[config.mk]
export PLATFORM = sky130hd
export DESIGN_NAME = ppl_pix_writer_flat
export DESIGN_NICKNAME = d
export VERILOG_FILES = /design/src/rtl/ppl_pkg.sv /design/src/rtl/ppl_pix_writer_if.sv /design/src/rtl/ppl_sync_fifo.sv /design/src/rtl/ppl_pix_writer.sv /design/src/flat_wrapper.sv
export SDC_FILE = /design/constraint.sdc
export NUM_CORES = 1
export LEC_CHECK = 0
export BUFFER_PORTS_ARGS = -buffer_cell sky130_fd_sc_hd__buf_2
export CAP_MARGIN = 10
export CORE_UTILIZATION = 40
export CTS_CLUSTER_SIZE = 40
export DETAILED_ROUTE_END_ITERATION = 7
export GPL_TIMING_DRIVEN = 0
export SLEW_MARGIN = 20
export SYNTH_ARGS = -nofsm -noshare
export SYNTH_HDL_FRONTEND = slang
export SYNTH_SLANG_ARGS = --single-unit
[constraint.sdc]
create_clock -name clk_ppl -period 8.1 [get_ports clk_ppl]
set_input_delay 1.62 -clock clk_ppl [delete_from_list [all_inputs] [get_ports clk_ppl]]
set_output_delay 1.62 -clock clk_ppl [all_outputs]
set_load 0.01 [all_outputs]
[src/rtl/ppl_pkg.sv]
// Shared definitions for the pixel writer stage: bus widths, the ray-miss
// texel code and the framebuffer write FSM encoding.
package ppl_pkg;

    localparam int PIX_ADDR_W = 20;
    localparam int TEX_ADDR_W = 13;
    localparam int COLOR_W    = 16;

    // Texel address the ray caster emits when a ray hits nothing.
    localparam logic [TEX_ADDR_W-1:0] TEX_MISS = 13'h1FFF;

    typedef enum logic [1:0] {
        IDLE = 2'd0,
        SEND = 2'd1,
        DONE = 2'd2
    } wr_state_e;

    // One write-buffer entry: address in the upper bits, RGB565 below.
    typedef struct packed {
        logic [PIX_ADDR_W-1:0] addr;
        logic [COLOR_W-1:0]    color;
    } fb_entry_t;

endpackage

[src/rtl/ppl_pix_writer_if.sv]
// Pixel writer bus: pipeline results in, texture ROM port, framebuffer
// write port and status. master = surrounding system, slave = writer.
interface ppl_pix_writer_if;
    import ppl_pkg::*;

    logic                  in_valid;
    logic [PIX_ADDR_W-1:0] in_pixel_addr;
    logic [TEX_ADDR_W-1:0] in_texture_addr;
    logic [TEX_ADDR_W-1:0] tex_rd_addr;
    logic [COLOR_W-1:0]    tex_rd_data;
    logic                  fb_wr_en;
    logic                  fb_wr_ready;
    logic [PIX_ADDR_W-1:0] fb_wr_addr;
    logic [COLOR_W-1:0]    fb_wr_data;
    logic                  ppl_hold;
    logic                  overflow;
    logic                  frame_done;

    modport master (
        output in_valid, in_pixel_addr, in_texture_addr, tex_rd_data, fb_wr_ready,
        input  tex_rd_addr, fb_wr_en, fb_wr_addr, fb_wr_data, ppl_hold, overflow, frame_done
    );

    modport slave (
        input  in_valid, in_pixel_addr, in_texture_addr, tex_rd_data, fb_wr_ready,
        output tex_rd_addr, fb_wr_en, fb_wr_addr, fb_wr_data, ppl_hold, overflow, frame_done
    );

endinterface

[src/rtl/ppl_sync_fifo.sv]
// Show-ahead synchronous FIFO. dout is the head entry whenever !empty.
// A push while full is accepted only if a pop happens in the same cycle.
module ppl_sync_fifo #(
    parameter int WIDTH = 36,
    parameter int DEPTH = 8
) (
    input  logic                     clk_ppl,
    input  logic                     rst,
    input  logic                     push,
    input  logic                     pop,
    input  logic [WIDTH-1:0]         din,
    output logic [WIDTH-1:0]         dout,
    output logic [$clog2(DEPTH):0]   count,
    output logic                     full,
    output logic                     empty
);
    localparam int AW = $clog2(DEPTH);

    logic [WIDTH-1:0] mem [DEPTH];
    logic [AW-1:0]    wr_ptr;
    logic [AW-1:0]    rd_ptr;
    logic             do_push;
    logic             do_pop;

    assign empty   = (count == '0);
    assign full    = (count == (AW+1)'(DEPTH));
    assign do_pop  = pop && !empty;
    assign do_push = push && (!full || do_pop);
    assign dout    = mem[rd_ptr];

    // Pointer and occupancy bookkeeping; pointers wrap at the power-of-two depth.
    always_ff @(posedge clk_ppl or posedge rst) begin
        if (rst) begin
            wr_ptr <= '0;
            rd_ptr <= '0;
            count  <= '0;
        end else begin
            if (do_push) wr_ptr <= wr_ptr + 1'b1;
            if (do_pop)  rd_ptr <= rd_ptr + 1'b1;
            case ({do_push, do_pop})
                2'b10:   count <= count + 1'b1;
                2'b01:   count <= count - 1'b1;
                default: count <= count;
            endcase
        end
    end

    // Storage array; contents are don't-care until written, so no reset.
    always_ff @(posedge clk_ppl) begin
        if (do_push) mem[wr_ptr] <= din;
    end

endmodule

[src/rtl/ppl_pix_writer.sv]
// Pixel writer: fetches the texel for each ray-cast pixel, queues
// {addr, colour} and drains it to the framebuffer over valid/ready.
// Optional sky fill for ray misses is built when PPL_SKY_FILL_EN is defined.
module ppl_pix_writer
    import ppl_pkg::*;
#(
    parameter int          H_DISP     = 1280,
    parameter int          V_DISP     = 720,
    parameter int          TEX_LAT    = 2,
    parameter int          FIFO_DEPTH = 8,
    parameter logic [15:0] SKY_COLOR  = 16'h867D
) (
    input  logic              clk_ppl,
    input  logic              rst,
    ppl_pix_writer_if.slave   bus
);
    localparam int CW = $clog2(FIFO_DEPTH) + 1;
    localparam logic [PIX_ADDR_W-1:0] FB_END    = PIX_ADDR_W'(H_DISP * V_DISP);
    localparam logic [PIX_ADDR_W-1:0] LAST_ADDR = PIX_ADDR_W'(H_DISP * V_DISP - 1);
    // In-flight reads plus one cycle for hold to reach upstream.
    localparam logic [CW-1:0] HOLD_TH = CW'(FIFO_DEPTH - TEX_LAT - 2);

    // Delay line travelling alongside the ROM read.
    logic [TEX_LAT-1:0]                 vld_pipe;
    logic [TEX_LAT-1:0][PIX_ADDR_W-1:0] addr_pipe;
    logic [TEX_ADDR_W-1:0]              tex_addr_q;

    logic                  fifo_push;
    logic                  fifo_pop;
    fb_entry_t             fifo_din;
    fb_entry_t             head;
    logic [CW-1:0]         fifo_count;
    logic                  fifo_full;
    logic                  fifo_empty;
    logic [COLOR_W-1:0]    push_color;

    logic                  hold_q;
    logic                  ovf_q;
    wr_state_e             state_q, state_d;
    logic                  wr_en;
    logic                  done;
    logic                  head_ok;
    logic                  more;

    // Register the texel address and shift the pixel context down the line.
    always_ff @(posedge clk_ppl or posedge rst) begin
        if (rst) begin
            tex_addr_q <= '0;
            vld_pipe   <= '0;
            addr_pipe  <= '0;
        end else begin
            if (bus.in_valid) tex_addr_q <= bus.in_texture_addr;
            vld_pipe[0]  <= bus.in_valid;
            addr_pipe[0] <= bus.in_pixel_addr;
            for (int i = 1; i < TEX_LAT; i++) begin
                vld_pipe[i]  <= vld_pipe[i-1];
                addr_pipe[i] <= addr_pipe[i-1];
            end
        end
    end

`ifdef PPL_SKY_FILL_EN
    logic [TEX_LAT-1:0] sky_pipe;

    // Sky flag rides the delay line so the miss colour replaces ROM data.
    always_ff @(posedge clk_ppl or posedge rst) begin
        if (rst) begin
            sky_pipe <= '0;
        end else begin
            sky_pipe[0] <= bus.in_valid && (bus.in_texture_addr == TEX_MISS);
            for (int i = 1; i < TEX_LAT; i++) sky_pipe[i] <= sky_pipe[i-1];
        end
    end

    assign push_color = sky_pipe[TEX_LAT-1] ? SKY_COLOR : bus.tex_rd_data;
`else
    assign push_color = bus.tex_rd_data;
`endif

    assign fifo_push      = vld_pipe[TEX_LAT-1];
    assign fifo_din.addr  = addr_pipe[TEX_LAT-1];
    assign fifo_din.color = push_color;

    ppl_sync_fifo #(
        .WIDTH ($bits(fb_entry_t)),
        .DEPTH (FIFO_DEPTH)
    ) u_fifo (
        .clk_ppl (clk_ppl),
        .rst     (rst),
        .push    (fifo_push),
        .pop     (fifo_pop),
        .din     (fifo_din),
        .dout    (head),
        .count   (fifo_count),
        .full    (fifo_full),
        .empty   (fifo_empty)
    );

    // Registered hold request and sticky drop flag.
    always_ff @(posedge clk_ppl or posedge rst) begin
        if (rst) begin
            hold_q <= 1'b0;
            ovf_q  <= 1'b0;
        end else begin
            hold_q <= (fifo_count >= HOLD_TH);
            if (fifo_push && fifo_full && !fifo_pop) ovf_q <= 1'b1;
        end
    end

    // Write FSM state register.
    always_ff @(posedge clk_ppl or posedge rst) begin
        if (rst) state_q <= IDLE;
        else     state_q <= state_d;
    end

    assign head_ok = (head.addr < FB_END);
    // Entry still present after this cycle's pop (a same-cycle push always lands).
    assign more    = (fifo_count > CW'(1)) || fifo_push;

    // Write FSM next state and framebuffer port drive.
    always_comb begin
        state_d  = state_q;
        fifo_pop = 1'b0;
        wr_en    = 1'b0;
        done     = 1'b0;
        case (state_q)
            IDLE: begin
                if (!fifo_empty) state_d = SEND;
            end
            SEND: begin
                if (!head_ok) begin
                    // Off-screen address: discard without a bus cycle.
                    fifo_pop = 1'b1;
                    state_d  = more ? SEND : IDLE;
                end else begin
                    wr_en = 1'b1;
                    if (bus.fb_wr_ready) begin
                        fifo_pop = 1'b1;
                        if (head.addr == LAST_ADDR) state_d = DONE;
                        else                        state_d = more ? SEND : IDLE;
                    end
                end
            end
            DONE: begin
                done    = 1'b1;
                state_d = fifo_empty ? IDLE : SEND;
            end
            default: state_d = IDLE;
        endcase
    end

    assign bus.tex_rd_addr = tex_addr_q;
    assign bus.fb_wr_en    = wr_en;
    assign bus.fb_wr_addr  = wr_en ? head.addr  : '0;
    assign bus.fb_wr_data  = wr_en ? head.color : '0;
    assign bus.ppl_hold    = hold_q;
    assign bus.overflow    = ovf_q;
    assign bus.frame_done  = done;

endmodule

[src/flat_wrapper.sv]
// flat-port wrapper written by rule: the top's interface ports become plain ports
module ppl_pix_writer_flat import ppl_pkg::*;
#(
    parameter int          H_DISP     = 1280,
    parameter int          V_DISP     = 720,
    parameter int          TEX_LAT    = 2,
    parameter int          FIFO_DEPTH = 8,
    parameter logic [15:0] SKY_COLOR  = 16'h867D
)
  (clk_ppl, rst, bus_in_valid, bus_in_pixel_addr, bus_in_texture_addr, bus_tex_rd_data, bus_fb_wr_ready, bus_tex_rd_addr, bus_fb_wr_en, bus_fb_wr_addr, bus_fb_wr_data, bus_ppl_hold, bus_overflow, bus_frame_done);
  ppl_pix_writer_if bus_i ();
  input  logic clk_ppl;
  input  logic rst;
  input wire logic [$bits(bus_i.in_valid)-1:0] bus_in_valid;
  input wire logic [$bits(bus_i.in_pixel_addr)-1:0] bus_in_pixel_addr;
  input wire logic [$bits(bus_i.in_texture_addr)-1:0] bus_in_texture_addr;
  input wire logic [$bits(bus_i.tex_rd_data)-1:0] bus_tex_rd_data;
  input wire logic [$bits(bus_i.fb_wr_ready)-1:0] bus_fb_wr_ready;
  output wire logic [$bits(bus_i.tex_rd_addr)-1:0] bus_tex_rd_addr;
  output wire logic [$bits(bus_i.fb_wr_en)-1:0] bus_fb_wr_en;
  output wire logic [$bits(bus_i.fb_wr_addr)-1:0] bus_fb_wr_addr;
  output wire logic [$bits(bus_i.fb_wr_data)-1:0] bus_fb_wr_data;
  output wire logic [$bits(bus_i.ppl_hold)-1:0] bus_ppl_hold;
  output wire logic [$bits(bus_i.overflow)-1:0] bus_overflow;
  output wire logic [$bits(bus_i.frame_done)-1:0] bus_frame_done;
  assign bus_i.in_valid = bus_in_valid;
  assign bus_i.in_pixel_addr = bus_in_pixel_addr;
  assign bus_i.in_texture_addr = bus_in_texture_addr;
  assign bus_i.tex_rd_data = bus_tex_rd_data;
  assign bus_i.fb_wr_ready = bus_fb_wr_ready;
  assign bus_tex_rd_addr = bus_i.tex_rd_addr;
  assign bus_fb_wr_en = bus_i.fb_wr_en;
  assign bus_fb_wr_addr = bus_i.fb_wr_addr;
  assign bus_fb_wr_data = bus_i.fb_wr_data;
  assign bus_ppl_hold = bus_i.ppl_hold;
  assign bus_overflow = bus_i.overflow;
  assign bus_frame_done = bus_i.frame_done;
  ppl_pix_writer #(.H_DISP(H_DISP), .V_DISP(V_DISP), .TEX_LAT(TEX_LAT), .FIFO_DEPTH(FIFO_DEPTH), .SKY_COLOR(SKY_COLOR)) u_core (.clk_ppl(clk_ppl), .rst(rst), .bus(bus_i));
endmodule
# Word-level counts from Yosys, hierarchy flattened
# Memory sizes are Yosys's and may differ from the RTL's.
# Cells that the tools add are included.
[op_classes]
n_addsub = 4
order_cmp = 3
eq_ne = 8
muxes = 18
n_reduce_logical = 13
[ops]
columns = ["cell", "n"]
rows = [
  ["$eq A20 B20 Y1 const B", 1],
  ["$lt A20 B20 Y1 const B", 1],
  ["$mux W20", 1],
  ["$mux W16", 1],
  ["$mux W1", 10],
  ["$mux W2", 4],
  ["$pmux W4 S2", 1],
  ["$add A3 B1 Y3 const B", 2],
  ["$pmux W2 S3", 1],
  ["$add A4 B1 Y4 const B", 1],
  ["$eq A2 B1 Y1 const B", 2],
  ["$eq A2 B2 Y1 const B", 2],
  ["$eq A4 B4 Y1 const B", 1],
  ["$ge A4 B3 Y1 const B", 1],
  ["$gt A4 B1 Y1 const B", 1],
  ["$logic_and A1 B1 Y1", 4],
  ["$logic_not A4 Y1", 1],
  ["$sub A4 B1 Y4 const B", 1],
  ["$logic_not A1 Y1", 3],
  ["$ne A3 B3 Y1 const B", 1],
  ["$logic_not A2 Y1", 1],
  ["$logic_or A1 B1 Y1", 2],
  ["$ne A2 B2 Y1 const B", 1],
  ["$reduce_and A2 Y1", 1],
  ["$reduce_bool A2 Y1", 1],
]
[totals]
ff_bits = 69
ram_bits = 288
inputBits = 53
output_inout_bits = 53
wordCells = 57
n_memories = 1
[mem_list]
columns = ["name", "words", "width", "read_ports", "rd_clocked_by_memory_dff", "wr", "line", "text"]
rows = [
  ["u_core.u_fifo.mem", 8, 36, 1, 0, 1, "ppl_sync_fifo.sv:19", "logic [WIDTH-1:0] mem [DEPTH];"],
]

# Longest topological paths before layout
# An unclocked memory read counts as a cell.
[depth]
ltp_word = 9
ltp_mapped = 10
depth_no_buf = 7

# Cells and area by module
# Synthesis repeated with hierarchy kept, for this count alone.
[hier_totals]
cells_unflattened = 623
area_unflattened_um2 = 13745.7
[modules_own_cells]
columns = ["module", "instances", "cells_each", "area_per_inst_um2", "seq_area_each_um2"]
rows = [
  ["ppl_sync_fifo", 1, 488, 11710.0, 8898.5],
  ["ppl_pix_writer", 1, 135, 2035.7, 1476.4],
]

# Worst setup path after synthesis
# Ideal clock, no wire load.
[synth_timing]
path_type = "input to register"
start = "input port bus_fb_wr_ready"
end = "memory u_core.u_fifo.mem[2][0] (enable)"
setup_ns = 0.532
arrival_ns = 5.933
t_required_ns = 7.568
path_slack_ns = 1.635
path_stages = 6
path_buffers = 0
path_cell_list = "inv_1 > nand2_1 > o221ai_2 > nand2b_2 > nand2_2 > nor4b_1"
[synth_between]
elab_chain_len = 8
[synth_rtl]
columns = ["item", "line", "text"]
rows = [
  ["from (decl)", "flat_wrapper.sv:18", "input wire logic [$bits(bus_i.fb_wr_ready)-1:0] bus_fb_wr_ready;"],
  ["$mux W1", "ppl_pix_writer.sv:137", "if (bus.fb_wr_ready) begin"],
  ["$mux W1", "ppl_pix_writer.sv:131", "if (!head_ok) begin"],
  ["$mux W1", "ppl_pix_writer.sv:126", "case (state_q)"],
  ["$logic_and A1 B1 Y1", "ppl_sync_fifo.sv:27", "assign do_pop = pop && !empty;"],
  ["$logic_or A1 B1 Y1", "ppl_sync_fifo.sv:28", "assign do_push = push && (!full || do_pop);"],
  ["$logic_and A1 B1 Y1", "ppl_sync_fifo.sv:28", ""],
  ["$mux W1", "ppl_sync_fifo.sv:50", "if (do_push) mem[wr_ptr] <= din;"],
  ["$mux W1 (implied by the code)", "ppl_sync_fifo.sv:50", ""],
  ["to (decl)", "ppl_sync_fifo.sv:19", ""],
]
# Every way passes these cells.

# Worst setup path in the final report
[layout_timing]
start = "register u_core.u_fifo.rd_ptr[1]"
end = "output port bus_fb_wr_addr[3]"
[layout_between]
elab_chain_len = 5
[layout_rtl]
columns = ["item", "line", "text"]
rows = [
  ["from (decl)", "ppl_sync_fifo.sv:21", "logic [AW-1:0] rd_ptr;"],
  ["from (signal assigned)", "ppl_sync_fifo.sv:39", "if (do_pop) rd_ptr <= rd_ptr + 1'b1;"],
  ["$mem_v2 Z8 W36 *", "--", ""],
  ["$lt A20 B20 Y1", "ppl_pix_writer.sv:116", "assign head_ok = (head.addr < FB_END);"],
  ["$mux W1", "ppl_pix_writer.sv:131", ""],
  ["$mux W1", "ppl_pix_writer.sv:126", ""],
  ["$mux W20 *", "ppl_pix_writer.sv:154", "assign bus.fb_wr_addr = wr_en ? head.addr : '0;"],
  ["to (decl)", "flat_wrapper.sv:21", "output wire logic [$bits(bus_i.fb_wr_addr)-1:0] bus_fb_wr_addr;"],
]
# Every way passes the cells marked *; elsewhere a longest branch is shown, timed or not.

==> results.cfg <==
[power]
swShare = 0.3154
seqPwrFrac = 0.404
pwr-share-clk = 0.265
worst_ir_drop_vdd_mv = 0.1808
p_sw_uw = 1835
p_int_uw = 3983
power_frac_comb = 0.331
power_density_mw_per_mm2 = 364.2
p_leak_uw = 0.005753

[synth]
synthCells = 619
async_flop_share = 0.1933
synth_top_cell_area_share = 0.6483
yosysTopAreaCell = edfxtp_1
syn-num-nets = 677
ys_warn_count = 0
yosysSeqAreaShare = 0.7777
synth-edff-count = 288
synth_cell_types = 37
syn_area_per_cell_sq_um = 21.55
synthTopCellsByArea = edfxtp_1 (65%), dfrtp_1 (13%), mux4_2 (12%)
syn_area_sq_mm = 0.01334
ys_top_cells_by_count = edfxtp_1 (288), mux4_2 (72), dfrtp_1 (69)
ys_seq_elements = 357
synth_most_common_cell = edfxtp_1
synth_ff_type = edfxtp_1

[placement]
place_area_sq_mm = 0.01487
gp_congestion = 0.7742
numPortBuffers = 105
dp_hpwl_microns = 19040

[floorplanning]
start_util = 0.4079
boundaryPins = 106
core_area_sq_mm = 0.03270
dieArea_sq_mm = 0.03408
die_h_microns = 184.6
die_w_microns = 184.6
core.rowCount = 66

[setup_path]
reg2regPathDepth = 14
required_ns = 6.48
criticalPathCategory = flip-flop to output pin
worstPathMaxFanout = 10
cp.arrival_ns = 3.77
cpMostUsedCell = buf_6
critPathLaunchType = flip-flop
cp-end-kind = output pin
path_cells = buf_6 > buf_6 > mux4_2 > mux2i_1 > nand4_1 > or2_1 > nand2_1 > nand2_2 > clkbuf_1 > nor2_1 > buf_2
crit_cells = 11
path_buf_inv = 4
critPathLaunch = u_core.u_fifo.rd_ptr[1]
rr_startpoint = u_core.u_fifo.rd_ptr[2]
critical-path-top-delay-family = simple AND/OR/NAND/NOR gates
worst_r2r_endpoint = u_core.u_fifo.mem[2][11]
cp_slowest_cell = mux4_2
reg2reg_slack_ns = 3.94
crit_end = bus_fb_wr_addr[3]
max_stage_delay_ns = 0.50

[sta]
final.setup_skew_ns = 0.02288
slew_headroom = 0.3888
maxSlewViolCount = 0
hold_viol_final = 0
fin_crit_sh = 0.6651
rsz0062_at_grt = false
max_freq_mhz = 185.6
worst_pin_slew_ns = 0.9168
post-route-min-period_ns = 5.387
whs_ns = 0.3452
setup_viol = 0

[routing]
ant_nets = 0
vias = 6482
avgViaCountPerCell = 5.060
drtIter0Drc = 464
drc = 0
routed_wl_microns = 27520
first_pass_iters = 4
wire_per_inst_microns = 21.48

[cts]
cts_hold_buf = 0
clock-sinks = 357
cts_resized = 0
clk_path_buf_depth = 3
cts-root-buf = clkbuf_16
clock_latency_ns = 0.51
cts.clk_slew.worst_paths_ns = 0.06
post_cts.repair.setup_buffers = 0
h-tree-depth = 2
cts_tree = yes
cts_buffers = 38

[layout]
area.sequential_sq_mm = 0.01038
diodes = 0
design_area_sq_mm = 0.01597
nNetsFinal = 871
layout-drive-gt1-share = 0.3814
syn_to_final_growth_pct = 19.74
multiInputGateArea_sq_mm = 0.002820
nFillCells = 2766

[grt]
grt_pass1_vias = 7053
grt_usage = 0.1674
gr-total-overflow = 0
grt_max_degree = 54
antenna_found_initial = 0
grt_first_pass_wirelength_microns = 41700

[hold_path]
hp-class = flip-flop to flip-flop

[job]
max-cap-violations = 0

[outcome]
run_status = completed
==> layer usage <==
metal | part of all wire | routed length [microns] | global-route usage | vias to the layer above
met3 | 0.050 | 1377 | 0.02786 | 48
met1 | 0.43 | 11790 | 0.2191 | 3380
met2 | 0.50 | 13800 | 0.2889 | 183
met5 | 0 | 0 | 0 | -
met4 | 0.020 | 543 | 0.04562 | 0
li1 | - | - | - | 2871
==> stage by stage <==
| step | TNS [ns] | instances | worst slack (ns) | util | total power (uW) |
|---|---|---|---|---|---|
| floorplan | 0 | 619 | 1.635 | - | 3610 |
| global placement | -333.17 | 1166 | -2.949 | 0.4409 | 4260 |
| detailed placement | 0 | 1215 | 3.249 | 0.4548 | 4355 |
| CTS | 0 | 1281 | 2.712 | 0.4885 | 5909 |
| global route | 0 | 1281 | 2.525 | 0.4885 | 6119 |
| finish | 0 | 1281 | 2.713 | 0.4885 | 5818 |
==> state kept, by name, indices dropped and copies added (netlist names) <==
signal / cells
u_core.u_fifo.wr_ptr: 3
u_core.bus.tex_rd_addr: 13
u_core.vld_pipe: 2
u_core.addr_pipe: 40
u_core.state_q: 2
u_core.u_fifo.mem: 288
u_core.bus.ppl_hold: 1
u_core.bus.overflow: 1
u_core.u_fifo.rd_ptr: 3
u_core.u_fifo.count: 4
==> cells by family (layout without fill, tap and decap cells) <==
group,after synthesis,count (layout),synth area share
compound gates,7,7,0.005065
xor+xnor,7,7,0.004596
fa+ha+maj,5,5,0.004690
buf+inv,37,257,0.01435
flops,357,357,0.7777
mux,128,128,0.1650
simple gates,78,78,0.02861
==> worst min path at each step <==
| stage | start | endpoint | slack [ns] | cells past startpoint |
|---|---|---|---|---|
| finish | u_core.addr_pipe[6] | u_core.addr_pipe[26] | 0.35 | 0 |
| detailed placement | u_core.addr_pipe[0] | u_core.addr_pipe[20] | 0.33 | 0 |
| global placement | u_core.addr_pipe[13] | u_core.addr_pipe[33] | 0.33 | 0 |
| floorplan | u_core.addr_pipe[0] | u_core.addr_pipe[20] | 0.33 | 0 |
| CTS | u_core.addr_pipe[0] | u_core.addr_pipe[20] | 0.35 | 0 |
| global route | u_core.addr_pipe[1] | u_core.addr_pipe[21] | 0.35 | 0 |
==> power by group through the flow <==
| stage | Clock, uW | Combinational [uW] | Sequential (uW) |
|---|---|---|---|
| floorplan | 0 | 1230 | 2380 |
| global placement | 0 | 1850 | 2410 |
| detailed placement | 0 | 1970 | 2390 |
| CTS | 1580 | 1970 | 2350 |
| global route | 1650 | 2100 | 2370 |
| finish | 1540 | 1930 | 2350 |
==> cell type report <==
class / instances / share of cell area
clock buffer: 49 / 0.06344
inverter: 9 / 0.002271
buffer: 28 / 0.009869
multi-input combinational: 225 / 0.1765
timing repair buffer: 154 / 0.05828
sequential: 357 / 0.6495
clock inverter: 17 / 0.005483
tap: 442 / 0.03462
==> worst register-to-register path, cell delays in order (launching register included) <==
cell and delay, ns:
dfrtp_1 0.32, buf_2 0.24, buf_2 0.33, mux4_2 0.24, mux2i_1 0.13, nand4_1 0.22, o221ai_2 0.19, nand2b_2 0.20
nand2_2 0.15, nor4b_2 0.60, buf_2 0.32, buf_2 0.25, buf_2 0.25, buf_4 0.19, buf_2 0.22
==> cells in the final DEF, fill, tap and decap left out, drive strengths merged, types with 3 or more instances in the layout <==
master,count
buf,173
clkbuf,58
clkinv,13
clkinvlp,3
dfrtp,69
edfxtp,288
ha,5
inv,10
mux2,15
mux2i,41
mux4,72
nand2,6
nand4,6
nor2,41
nor3,7
nor4,4
or2,3
xnor2,5
(Power assumes the default switching activity.)
